File: config.mk
export PLATFORM = sky130hd
export DESIGN_NAME = scan_chain_ctrl_flat
export DESIGN_NICKNAME = d
export VERILOG_FILES = /design/src/rtl/scan_chain_ctrl_pkg.sv /design/src/rtl/scan_chain_ctrl_if.sv /design/src/rtl/scan_chain_ctrl_shift_reg.sv /design/src/rtl/scan_chain_ctrl.sv /design/src/flat_wrapper.sv
export SDC_FILE = /design/constraint.sdc
export NUM_CORES = 1
export LEC_CHECK = 0
export BUFFER_PORTS_ARGS = -buffer_cell sky130_fd_sc_hd__buf_2
export CORE_AREA = 2 2 147 77
export DETAILED_ROUTE_END_ITERATION = 12
export DIE_AREA = 0 0 149 79
export GPL_TIMING_DRIVEN = 0
export SLEW_MARGIN = 25
export SYNTH_ARGS = -nofsm -noshare
export SYNTH_HDL_FRONTEND = slang
export SYNTH_SLANG_ARGS = --single-unit
File: constraint.sdc
create_clock -name C -period 2 [get_ports C]
set_input_delay 0.2 -clock C [delete_from_list [all_inputs] [get_ports C]]
set_output_delay 0.2 -clock C [all_outputs]
set_load 0.005 [all_outputs]
File: src/rtl/scan_chain_ctrl_pkg.sv
// scan_ctrl_pkg: sequencer state encoding and counter sizing shared by the scan controller
package scan_ctrl_pkg;
    typedef enum logic [2:0] {IDLE, SHIFT, CAPTURE, WAIT_FLUSH, FLUSH} state_e;
    function automatic int cnt_width(input int n);
        return $clog2(n + 1);
    endfunction
endpackage

File: src/rtl/scan_chain_ctrl_if.sv
// scan_chain_ctrl_if: pattern/response handshakes plus the scan pins of the chain
interface scan_chain_ctrl_if #(
    parameter int CHAIN_LEN = 32
);
    logic                 pat_valid;
    logic                 pat_ready;
    logic [CHAIN_LEN-1:0] pat_data;
    logic                 pat_last;
    logic                 scan_en;
    logic                 scan_si;
    logic                 chain_ce;
    logic                 scan_so;
    logic                 rsp_valid;
    logic                 rsp_ready;
    logic [CHAIN_LEN-1:0] rsp_data;
    logic                 done;
    modport master (
        input  pat_valid, pat_data, pat_last, scan_so, rsp_ready,
        output pat_ready, scan_en, scan_si, chain_ce, rsp_valid, rsp_data, done
    );
    modport slave (
        output pat_valid, pat_data, pat_last, scan_so, rsp_ready,
        input  pat_ready, scan_en, scan_si, chain_ce, rsp_valid, rsp_data, done
    );
endinterface

File: src/rtl/scan_chain_ctrl_shift_reg.sv
// scan_shift_reg: parallel-load shift register shifting towards the MSB, serial in at bit 0
module scan_shift_reg #(
    parameter int W = 32
) (
    input  logic         clk,
    input  logic         rst,
    input  logic         load,
    input  logic [W-1:0] din,
    input  logic         shift,
    input  logic         si,
    output logic [W-1:0] q
);
    logic [W-1:0] q_q, q_d;
    always_comb begin
        q_d = load ? din : shift ? {q_q[W-2:0], si} : q_q;
    end
    always_ff @(posedge clk) begin
        if (rst) q_q <= '0;
        else     q_q <= q_d;
    end
    assign q = q_q;
endmodule

File: src/rtl/scan_chain_ctrl.sv
// scan_chain_ctrl: shifts patterns into a scan chain, captures once, unloads the previous response
module scan_chain_ctrl
    import scan_ctrl_pkg::*;
#(
    parameter int CHAIN_LEN = 32
) (
    input logic               C,
    input logic               global_reset,
    scan_chain_ctrl_if.master bus
);
    localparam int CW = cnt_width(CHAIN_LEN);
    localparam logic [CW-1:0] LAST = CW'(CHAIN_LEN - 1);
    state_e               state_q, state_d;
    logic [CW-1:0]        cnt_q, cnt_d;
    logic                 last_q, last_d, have_prev_q, have_prev_d;
    logic                 scan_en_q, scan_en_d, chain_ce_q, chain_ce_d;
    logic                 pat_ready_q, pat_ready_d, rsp_valid_q, rsp_valid_d;
    logic                 done_q, done_d, rsp_set;
    logic [CHAIN_LEN-1:0] rsp_data_q, rsp_data_d, pat_q, rsp_q;
    logic                 accept, shifting, term, unused_bits;
    assign accept   = pat_ready_q && bus.pat_valid;
    assign shifting = state_q == SHIFT || state_q == FLUSH;
    assign term     = shifting && cnt_q == LAST;
    // scan_si comes straight from the PISO MSB, which is zero outside SHIFT
    scan_shift_reg #(.W(CHAIN_LEN)) u_pat (
        .clk(C), .rst(global_reset), .load(accept), .din(bus.pat_data),
        .shift(shifting), .si(1'b0), .q(pat_q)
    );
    scan_shift_reg #(.W(CHAIN_LEN)) u_rsp (
        .clk(C), .rst(global_reset), .load(1'b0), .din('0),
        .shift(shifting), .si(bus.scan_so), .q(rsp_q)
    );
    assign unused_bits = ^{pat_q[CHAIN_LEN-2:0], rsp_q[CHAIN_LEN-1]};
    always_comb begin
        state_d     = state_q;
        cnt_d       = shifting ? cnt_q + CW'(1) : cnt_q;
        last_d      = last_q;
        have_prev_d = have_prev_q;
        rsp_set     = 1'b0;
        done_d      = 1'b0;
        case (state_q)
            IDLE: if (accept) begin
                state_d = SHIFT;
                cnt_d   = '0;
                last_d  = bus.pat_last;
            end
            SHIFT: if (term) begin
                state_d     = CAPTURE;
                rsp_set     = have_prev_q;
                have_prev_d = 1'b1;
            end
            CAPTURE: state_d = last_q ? WAIT_FLUSH : IDLE;
            WAIT_FLUSH: if (!rsp_valid_q) begin
                state_d = FLUSH;
                cnt_d   = '0;
            end
            FLUSH: if (term) begin
                state_d     = IDLE;
                rsp_set     = 1'b1;
                done_d      = 1'b1;
                have_prev_d = 1'b0;
            end
            default: state_d = IDLE;
        endcase
        // the final unload bit arrives on the same edge the response is presented
        rsp_valid_d = rsp_set || (rsp_valid_q && !bus.rsp_ready);
        rsp_data_d  = rsp_set ? {rsp_q[CHAIN_LEN-2:0], bus.scan_so} : rsp_data_q;
        scan_en_d   = state_d == SHIFT || state_d == FLUSH;
        chain_ce_d  = scan_en_d || state_d == CAPTURE;
        pat_ready_d = state_d == IDLE && !rsp_valid_d;
    end
    always_ff @(posedge C) begin
        if (global_reset) begin
            state_q     <= IDLE;
            cnt_q       <= '0;
            last_q      <= 1'b0;
            have_prev_q <= 1'b0;
            scan_en_q   <= 1'b0;
            chain_ce_q  <= 1'b0;
            pat_ready_q <= 1'b0;
            rsp_valid_q <= 1'b0;
            rsp_data_q  <= '0;
            done_q      <= 1'b0;
        end else begin
            state_q     <= state_d;
            cnt_q       <= cnt_d;
            last_q      <= last_d;
            have_prev_q <= have_prev_d;
            scan_en_q   <= scan_en_d;
            chain_ce_q  <= chain_ce_d;
            pat_ready_q <= pat_ready_d;
            rsp_valid_q <= rsp_valid_d;
            rsp_data_q  <= rsp_data_d;
            done_q      <= done_d;
        end
    end
    assign bus.pat_ready = pat_ready_q;
    assign bus.scan_en   = scan_en_q;
    assign bus.scan_si   = pat_q[CHAIN_LEN-1];
    assign bus.chain_ce  = chain_ce_q;
    assign bus.rsp_valid = rsp_valid_q;
    assign bus.rsp_data  = rsp_data_q;
    assign bus.done      = done_q;
endmodule

File: src/flat_wrapper.sv
// flat-port wrapper written by rule: the top's interface ports become plain ports
module scan_chain_ctrl_flat import scan_ctrl_pkg::*;
#(
    parameter int CHAIN_LEN = 32
)
  (C, global_reset, bus_pat_valid, bus_pat_data, bus_pat_last, bus_scan_so, bus_rsp_ready, bus_pat_ready, bus_scan_en, bus_scan_si, bus_chain_ce, bus_rsp_valid, bus_rsp_data, bus_done);
  scan_chain_ctrl_if #(.CHAIN_LEN(CHAIN_LEN)) bus_i ();
  input logic C;
  input logic global_reset;
  input wire logic [$bits(bus_i.pat_valid)-1:0] bus_pat_valid;
  input wire logic [$bits(bus_i.pat_data)-1:0] bus_pat_data;
  input wire logic [$bits(bus_i.pat_last)-1:0] bus_pat_last;
  input wire logic [$bits(bus_i.scan_so)-1:0] bus_scan_so;
  input wire logic [$bits(bus_i.rsp_ready)-1:0] bus_rsp_ready;
  output wire logic [$bits(bus_i.pat_ready)-1:0] bus_pat_ready;
  output wire logic [$bits(bus_i.scan_en)-1:0] bus_scan_en;
  output wire logic [$bits(bus_i.scan_si)-1:0] bus_scan_si;
  output wire logic [$bits(bus_i.chain_ce)-1:0] bus_chain_ce;
  output wire logic [$bits(bus_i.rsp_valid)-1:0] bus_rsp_valid;
  output wire logic [$bits(bus_i.rsp_data)-1:0] bus_rsp_data;
  output wire logic [$bits(bus_i.done)-1:0] bus_done;
  assign bus_i.pat_valid = bus_pat_valid;
  assign bus_i.pat_data = bus_pat_data;
  assign bus_i.pat_last = bus_pat_last;
  assign bus_i.scan_so = bus_scan_so;
  assign bus_i.rsp_ready = bus_rsp_ready;
  assign bus_pat_ready = bus_i.pat_ready;
  assign bus_scan_en = bus_i.scan_en;
  assign bus_scan_si = bus_i.scan_si;
  assign bus_chain_ce = bus_i.chain_ce;
  assign bus_rsp_valid = bus_i.rsp_valid;
  assign bus_rsp_data = bus_i.rsp_data;
  assign bus_done = bus_i.done;
  scan_chain_ctrl #(.CHAIN_LEN(CHAIN_LEN)) u_core (.C(C), .global_reset(global_reset), .bus(bus_i));
endmodule
Word level (Yosys, flattened, before mapping)
Cells that the tools add are included.

Input bits: 38. Output and inout bits: 38. Register bits after elaboration: 111.

Reductions and logical operators: 17. Muxes and demuxes: 18. Bitwise operators: 1. Equal/unequal tests: 10. Add/subtract/negate cells: 1.

Operators by type and width (count): two-way mux 32 bit (2); two-way mux 6 bit (3); case mux 3 bit (5 select lines) (1); two-way mux 3 bit (4); case mux 6 bit (2 select lines) (1); equality test 3 x 2 -> 1 bit (second input constant) (3); adder 6 x 1 -> 6 bit (second input constant) (1); equality test 3 x 1 -> 1 bit (second input constant) (2); equality test 3 bit (second input constant) (2); equality test 6 x 5 -> 1 bit (second input constant) (1); logical NOT 3 bit (2); logical AND 1 bit (4); logical OR 1 bit (4); two-way mux 1 bit (4); inequality test 2 x 1 -> 1 bit (second input constant) (2); case mux 1 bit (2 select lines) (2); nonzero test 2 bit (2); AND reduction 3 bit (1); logical NOT 1 bit (2); two-way mux 2 bit (1); AND reduction 2 bit (1); OR reduction 2 bit (1); inverter 1 bit (1).

Logic depth before layout (Yosys ltp)
Gate-level depths: netlist of the first run.

Depth after elaboration: 8. Gate-level depth with buffers: 6. Mapped depth without buffers: 5.

By module
A second synthesis of the first run with hierarchy kept.

Cells, all modules: 477. Area total of the unflattened synthesis: 4943.5 µm².

By module, submodules not included: scan_shift_reg (cells an instance 142, area an instance 1510.2 µm², instances 2, seq. area each 640.6 µm²); scan_chain_ctrl (cells an instance 193, area an instance 1923.1 µm², instances 1, seq. area each 960.9 µm²).

Worst setup path before layout of the first run
OpenSTA, ideal clock, no wires.

Path kind: register -> register. Start: register u_core.cnt_q[0]. End: register u_core.rsp_data_q[10], in the netlist u_core.bus.rsp_data[10]. Arrival: 1722 ps. Required time: 1928 ps. Slack: 206 ps. Library setup time: 72 ps. Stages on the path, launching flop included: 6. Cell sequence: dfxtp_1 > ha_1 > or3b_4 > a211oi_4 > buf_8 > mux2i_1.

Word-level cells in the longest chain between the ends: 4. Elaborated cells on any way between the ends: 5.

Ends and longest elaborated chain: start, declared (line scan_chain_ctrl.sv:14) `logic [CW-1:0] cnt_q, cnt_d;`; start signal, assigned (line scan_chain_ctrl.sv:86) `cnt_q <= cnt_d;`; equality test 6 x 5 -> 1 bit * (line scan_chain_ctrl.sv:23) `assign term = shifting && cnt_q == LAST;`; logical AND 1 bit * (line scan_chain_ctrl.sv:23); two-way mux 1 bit (on tied branches) (line scan_chain_ctrl.sv:57, scan_chain_ctrl.sv:47); case mux 1 bit (2 select lines) * (line scan_chain_ctrl.sv:41) `case (state_q)`; end signal, assigned (line scan_chain_ctrl.sv:93) `rsp_data_q <= rsp_data_d;`; end, declared (line scan_chain_ctrl.sv:19) `logic [CHAIN_LEN-1:0] rsp_data_q, rsp_data_d, pat_q, rsp_q;`.

Every way passes the cells marked *; elsewhere a longest branch is shown, timed or not. A chain may end at the register's enable or synchronous reset.

Worst setup path in the final report of the first run
Start: register u_core.state_q[0]. End: register u_core.rsp_data_q[27], in the netlist u_core.bus.rsp_data[27].

Word-level cells in the longest chain between the ends: 5. Elaborated cells on any way between the ends: 7.

Ends and longest elaborated chain: start, declared (line scan_chain_ctrl.sv:13) `state_e state_q, state_d;`; start signal, assigned (line scan_chain_ctrl.sv:85) `state_q <= state_d;`; equality test 3 x 1 -> 1 bit / equality test 3 bit (equally long branches) (line scan_chain_ctrl.sv:22, scan_chain_ctrl.sv:41); logical OR 1 bit (line scan_chain_ctrl.sv:22) `assign shifting = state_q == SHIFT || state_q == FLUSH;`; logical AND 1 bit (line scan_chain_ctrl.sv:23); two-way mux 1 bit (on tied branches) (line scan_chain_ctrl.sv:57, scan_chain_ctrl.sv:47); case mux 1 bit (2 select lines) * (line scan_chain_ctrl.sv:41).

Marks and branches as above.

==> results of run 1 <==
-- critical path: stages (launching register included) --
cell      delay [ps]
dfxtp_1          410
clkbuf_1         340
nand3b_1         200
a211oi_4         300
buf_12           170
buf_8            160
mux2i_1          190
-- final cells by class --
class / count / area, sq um / share of cell area [%]
Multi-Input combinational cell: 351 / 2210 / 40.4
Sequential cell: 111 / 2220 / 40.6
Buffer: 37 / 186 / 3.41
Clock inverter: 6 / 45.0 / 0.823
Clock buffer: 10 / 239 / 4.37
Tap cell: 145 / 181 / 3.32
Timing Repair Buffer: 75 / 390 / 7.13
-- sequential cells by signal (all words and copies together), names as in the netlist --
name / count
u_core.cnt_q: 6
u_core.bus.chain_ce: 1
u_core.have_prev_q: 1
u_core.bus.rsp_valid: 1
u_core.last_q: 1
u_core.u_pat.q: 32
u_core.bus.pat_ready: 1
u_core.u_rsp.q: 31
u_core.state_q: 3
u_core.bus.scan_en: 1
u_core.bus.rsp_data: 32
u_core.bus.done: 1
-- cells in the final DEF, fill, tap and decap left out, drive strengths merged --
cell type    n
a21o         2
nor4b        1
nor2        42
o21ba        1
mux2i       62
mux2         1
clkbuf      37
clkinvlp     3
a32oi        1
a211oi      30
nand3        5
dfxtp      111
inv          1
and4bb       1
a311oi       2
nand2b      68
nor4         2
or2          1
o31ai        1
nand2       75
nor3b        1
buf         85
or3b         1
xnor2        6
ha           1
nor2b        4
o221ai       1
o21bai       1
a21oi       36
nor3         2
nand3b       1
clkinv       2
a31oi        2
-- layer usage --
layer	GRT usage, %	up-vias	wire length (um)
met1	26.9	1668	5600
li1	-	1852	-
met2	25.6	52	4110
met5	0	-	0
met3	5.29	4	424
met4	3.43	0	46
-- cells by family (layout without fill, tap and decap cells) --
logic type	after synthesis	after routing	synth area share, %
muxes	63	63	13.7
buffers and inverters	37	128	4.02
AOI/OAI and AO/OA	77	77	11.0
adders and majority gates	1	1	0.272
xor gates and xnor gates	6	6	1.14
and+or+nand+nor	204	204	21.6
DFF	111	111	48.2
-- worst paths after layout --
path / from / to / slack (ps) / cells past startpoint
worst max-delay path: u_core.state_q[0]$_SDFF_PP0_ / u_core.bus.rsp_data[27]$_SDFFE_PP0P_ / 150 / 6
worst min-delay path: bus_pat_last / u_core.last_q$_SDFFE_PP0P_ / 90 / 3
worst max register to register: u_core.state_q[0]$_SDFF_PP0_ / u_core.bus.rsp_data[27]$_SDFFE_PP0P_ / 150 / 6
worst min register to register: u_core.u_rsp.q[30]$_SDFFE_PP0N_ / u_core.u_rsp.q[30]$_SDFFE_PP0N_ / 460 / 2
-- where the power goes --
group / leakage [nW] / internal [W] / switching, W / total, W
clock: 0.131 / 0.000884 / 0.000819 / 0.00170
sequential: 0.900 / 0.00228 / 0.0000458 / 0.00233
combinational: 1.08 / 0.000167 / 0.000217 / 0.000384
-- through the flow --
step                      setup slack, ps  TNS [ps]
after floorplan                       206         0
after global routing                 21.8         0
after global placement              -6.04     -8.40
after detailed placement            -38.4      -317
after CTS                            27.4         0
final                                 154         0
-- timing repair --
| action | CTS | global route |
|---|---|---|
| resized for setup | 1 | 3 |
| endpoints found under the setup margin | 44 | 57 |
| pin swaps | 1 | 0 |
| buffers inserted | 1 | 0 |
==> run summary, run 1 <==
commonest cells in the netlist -> 111 x dfxtp_1, 75 x nand2_1, 68 x nand2b_1, 62 x mux2i_1, 42 x nor2_1
IO Pins -> 76
vias per cell -> 4.87
VDD IR max -> 0.000383 V
Core ar. -> 10,600 sq um
sequential share of the synthesized area -> 48.2%
synthesized area -> 4610 sq um
PortBufs -> 74
asr flop ratio synth -> 0%
Placer Congestion -> 0.769
CP required -> 2270 ps
CTS Buffer Depth -> 2
Worst-Margin Slew -> 511 ps
Synthesized Nets -> 538
ant diodes -> 0
Avg Inst Size Synth -> 9.23 sq um
synth unique cells -> 35
Die W -> 149 um
dpl cell area -> 5160 sq um
layout cell share with drive strength beyond 1 -> 18.3%
Fill cells -> 1,041
hold crit path type -> input pin to flop
design area -> 5470 sq um
worst skew pair latency -> 350 ps
top post-synthesis cells by area -> dfxtp_1 48%, mux2i_1 13%, nand2b_1 9.2%, nand2_1 6.1%, a211oi_1 4.7%
fin crit share -> 92.3%
initial drt markers -> 182
wirelength, routed -> 10,200 um
die footprint -> 11,800 sq um
Placed Instances -> 718
CTS root buffer -> clkbuf_16
drt first pass iters -> 5
Mapped Cells -> 499
CTS clock-pin slew for the worst setup and hold paths -> 70 ps
PwrDens -> 807 nW/um^2
CTS sink count -> 111
total of max-cap violations -> 0
Crit Path Class -> flop to flop
Final Hold Viols -> 0
num rows -> 27
Final Setup Violations -> 0
Max Slew Vio Count -> 0
crit path max fanout -> 10
Worst Setup Start Kind -> flop
clock buffer count from CTS -> 9
crit path time final -> 1850 ps
CTS tree -> yes
Warnings, synthesis -> 0
fin util -> 51.6%
area leader, netlist -> dfxtp_1
unrepaired setup endpoints after global routing -> false
Routed Antenna Nets -> 0
Worst slew margin -> 65.9%
largest net degree at the start of global routing -> 19
number of global-route vias before repair -> 3,448
clk_skew -> 11.3 ps
initial antenna violation count -> 1
Net count, final -> 624
Pwr Total -> 0.00441 W
routed via count -> 3,576
worst path arrival time -> 2120 ps
Die Span Y -> 79 um
first-pass GRT wire length -> 16,900 um
gr ovfl total -> 0
fin cells -> 735
Hold Slack -> 94.5 ps
ys flop type -> dfxtp_1
area delta synth->final -> 18.8%
Initial Utilization -> 43.4%
hold_buf cts -> 0
all-layer global routing usage -> 18.0%
flops & latches, synth -> 111
DRC -> 0
H-tree levels -> 3
routed wire length per instance -> 13.8 um
status -> finished clean
Post-synth EDFFs -> 0
DP Wirelength -> 7560 um
most common cell in the netlist -> dfxtp_1
top cell type's share of synthesized area -> 48.2%
Leakage -> 2.11 nW
CP Capture Type -> flop
fmax -> 0.542 GHz
Note: power is estimated with default switching activity, not from simulation.
==> run 2: changes to the inputs <==
Settings changed: ABC_AREA set to 1, CORE_AREA 2 2 147 77 to 2 2 141 74, DIE_AREA 0 0 149 79 to 0 0 143 76, PLACE_DENSITY set to 0.66.
==> run 2 against run 1 <==
Net effect:
- power rose by 5.7%
- die area is 7.7% lower
- critical path type unchanged
- maximum frequency increased by 5.7%
- non-clock buffer count rose by 2
- sequential share of layout area increased by 2.8 points
- register-to-register slack better by 99 ps
- first-iteration DRC count grew 47%
- worst hold slack improved by 19 ps
==> run summary, run 2 <==
Crit Path Class -> flop to flop
final setup margin -> 253 ps
Leakage -> 2.11 nW
total of max-cap violations -> 0
crit path max fanout -> 10
all-layer global routing usage -> 19.8%
Routed Antenna Nets -> 0
Worst slew margin -> 62.8%
most frequent cells in the layout -> 118 x nand2_1, 111 x dfxtp_1, 86 x buf_2
CTS tree -> yes
hold crit path type -> input pin to flop
Pwr Total -> 0.00467 W
crit path time final -> 1750 ps
top cell type's share of synthesized area -> 52.0%
Placer Congestion -> 0.838
PwrDens -> 911 nW/um^2
sequential share of the synthesized area -> 52.0%
DP Wirelength -> 7510 um
clock buffer count from CTS -> 9
FF-to-FF End -> u_core.bus.rsp_data[14]$_SDFFE_PP0P_
crit path from -> u_core.cnt_q[0]$_SDFF_PP0_
area delta synth->final -> 19.9%
CP required -> 2270 ps
Warnings, synthesis -> 0
initial drt markers -> 268
worst path arrival time -> 2010 ps
Fin Setup TNS -> 0 ps
Hold Slack -> 114 ps
Core ar. -> 9790 sq um
DRC -> 0
Worst Setup EP -> u_core.bus.rsp_data[14]$_SDFFE_PP0P_
CTS root buffer -> clkbuf_16
unrepaired setup endpoints after global routing -> false
IO Pins -> 76
ant diodes -> 0
Final Hold Viols -> 0
layout cell share with drive strength beyond 1 -> 17.8%
Initial Utilization -> 43.6%
Reg-to-Reg Start -> u_core.cnt_q[0]$_SDFF_PP0_
H-tree levels -> 3
routed wire length per instance -> 13.3 um
DP Worst Slack -> 291 ps
asr flop ratio synth -> 0%
fmax -> 0.572 GHz
Worst Setup Start Kind -> flop
flops & latches, synth -> 111
area leader, netlist -> dfxtp_1
post-CTS setup buffers -> 0
Final Setup Violations -> 0
drt first pass iters -> 5
commonest cells in the netlist -> 118 x nand2_1, 111 x dfxtp_1, 78 x nor2_1, 72 x nand3_1, 35 x a21oi_1
number of global-route vias before repair -> 3,533
wirelength, routed -> 10,400 um
VDD IR max -> 0.000478 V
top post-synthesis cells by area -> dfxtp_1 52%, nand2_1 10%, nand3_1 8.4%, nor2_1 6.9%, a31oi_1 4.5%
reg-to-reg slack, setup -> 250 ps
Net count, final -> 676
Worst-Margin Slew -> 558 ps
Mapped Cells -> 552
CTS Buffer Depth -> 2
hold_buf cts -> 0
CP Capture Type -> flop
routed via count -> 3,944
Die Span Y -> 76 um
clk_skew -> 7.44 ps
Max Slew Vio Count -> 0
PortBufs -> 74
synthesized area -> 4270 sq um
Worst Reg-to-Reg Cells -> 8
CTS clock-pin slew for the worst setup and hold paths -> 70 ps
most common cell after layout, fill and taps aside -> nand2_1
Avg Inst Size Synth -> 7.74 sq um
die footprint -> 10,900 sq um
Fill cells -> 931
gr ovfl total -> 0
Die W -> 143 um
worst skew pair latency -> 340 ps
most common cell in the netlist -> nand2_1
synth unique cells -> 28
Synthesized Nets -> 591
status -> finished clean
num rows -> 26
fin crit share -> 87.3%
CTS sink count -> 111
initial antenna violation count -> 0
largest net degree at the start of global routing -> 17
CTS resizes -> 0
ys flop type -> dfxtp_1
Post-synth EDFFs -> 0
vias per cell -> 5.04
first-pass GRT wire length -> 17,400 um
run 2: cell type report:
class / count / area (sq um) / share of cell area, %
Buffer: 40 / 199 / 3.88
Clock buffer: 12 / 236 / 4.62
Clock inverter: 4 / 70.1 / 1.37
Inverter: 14 / 55.1 / 1.07
Multi-Input combinational cell: 387 / 1800 / 35.0
Sequential cell: 111 / 2220 / 43.4
Tap cell: 140 / 175 / 3.42
Timing Repair Buffer: 74 / 370 / 7.23
run 2: metrics by stage:
stage | area (sq um) | instances | util [%]
2_1_floorplan | 4270 | 552 | -
3_3_place_gp | 4820 | 766 | 49.2
3_5_place_dp | 4820 | 766 | 49.2
4_1_cts | 5120 | 782 | 52.3
5_1_grt | 5120 | 782 | 52.3
6_report | 5120 | 782 | 52.3
run 2: cell families after synthesis:
family          count (synthesis)  synth area share [%]
compound gates                102                  13.0
xor+xnor                        4                 0.820
fa+ha+maj                       1                 0.293
buf+inv                        54                  5.95
flops                         111                  52.0
simple gates                  280                  27.9
run 2: worst min-delay path by stage:
stage | start | to | slack, ps | depth (start not counted)
floorplan | bus_scan_so | u_core.u_rsp.q[0]$_SDFFE_PP0N_ | 330 | 2
global placement | u_core.last_q$_SDFFE_PP0P_ | u_core.last_q$_SDFFE_PP0P_ | 440 | 2
detailed placement | u_core.last_q$_SDFFE_PP0P_ | u_core.last_q$_SDFFE_PP0P_ | 450 | 2
CTS | bus_pat_data[0] | u_core.u_pat.q[0]$_SDFFE_PP0P_ | 100 | 3
global route | bus_pat_data[0] | u_core.u_pat.q[0]$_SDFFE_PP0P_ | 120 | 3
finish | bus_pat_data[0] | u_core.u_pat.q[0]$_SDFFE_PP0P_ | 110 | 3
run 2: layer usage:
| layer | track usage, % | share of wire (%) | routed length (um) |
|---|---|---|---|
| met1 | 30.5 | 52 | 5460 |
| met2 | 27.1 | 40 | 4210 |
| met3 | 5.09 | 6.2 | 644 |
| met4 | 5.15 | 0.93 | 97 |
| met5 | 0 | 0 | 0 |
run 2: report_power, final:
group | switching, W | leakage (nW) | internal [W]
combinational | 0.000260 | 1.06 | 0.000141
sequential | 0.0000756 | 0.902 | 0.00232
clock | 0.000775 | 0.151 | 0.00110
run 2: worst max-delay path, stage by stage, from the launching register on:
cell	delay, ps
dfxtp_1	400
ha_1	190
nand3_1	160
nor2_2	230
inv_2	110
nor2_8	180
buf_6	160
nand3_1	80
a21oi_1	170
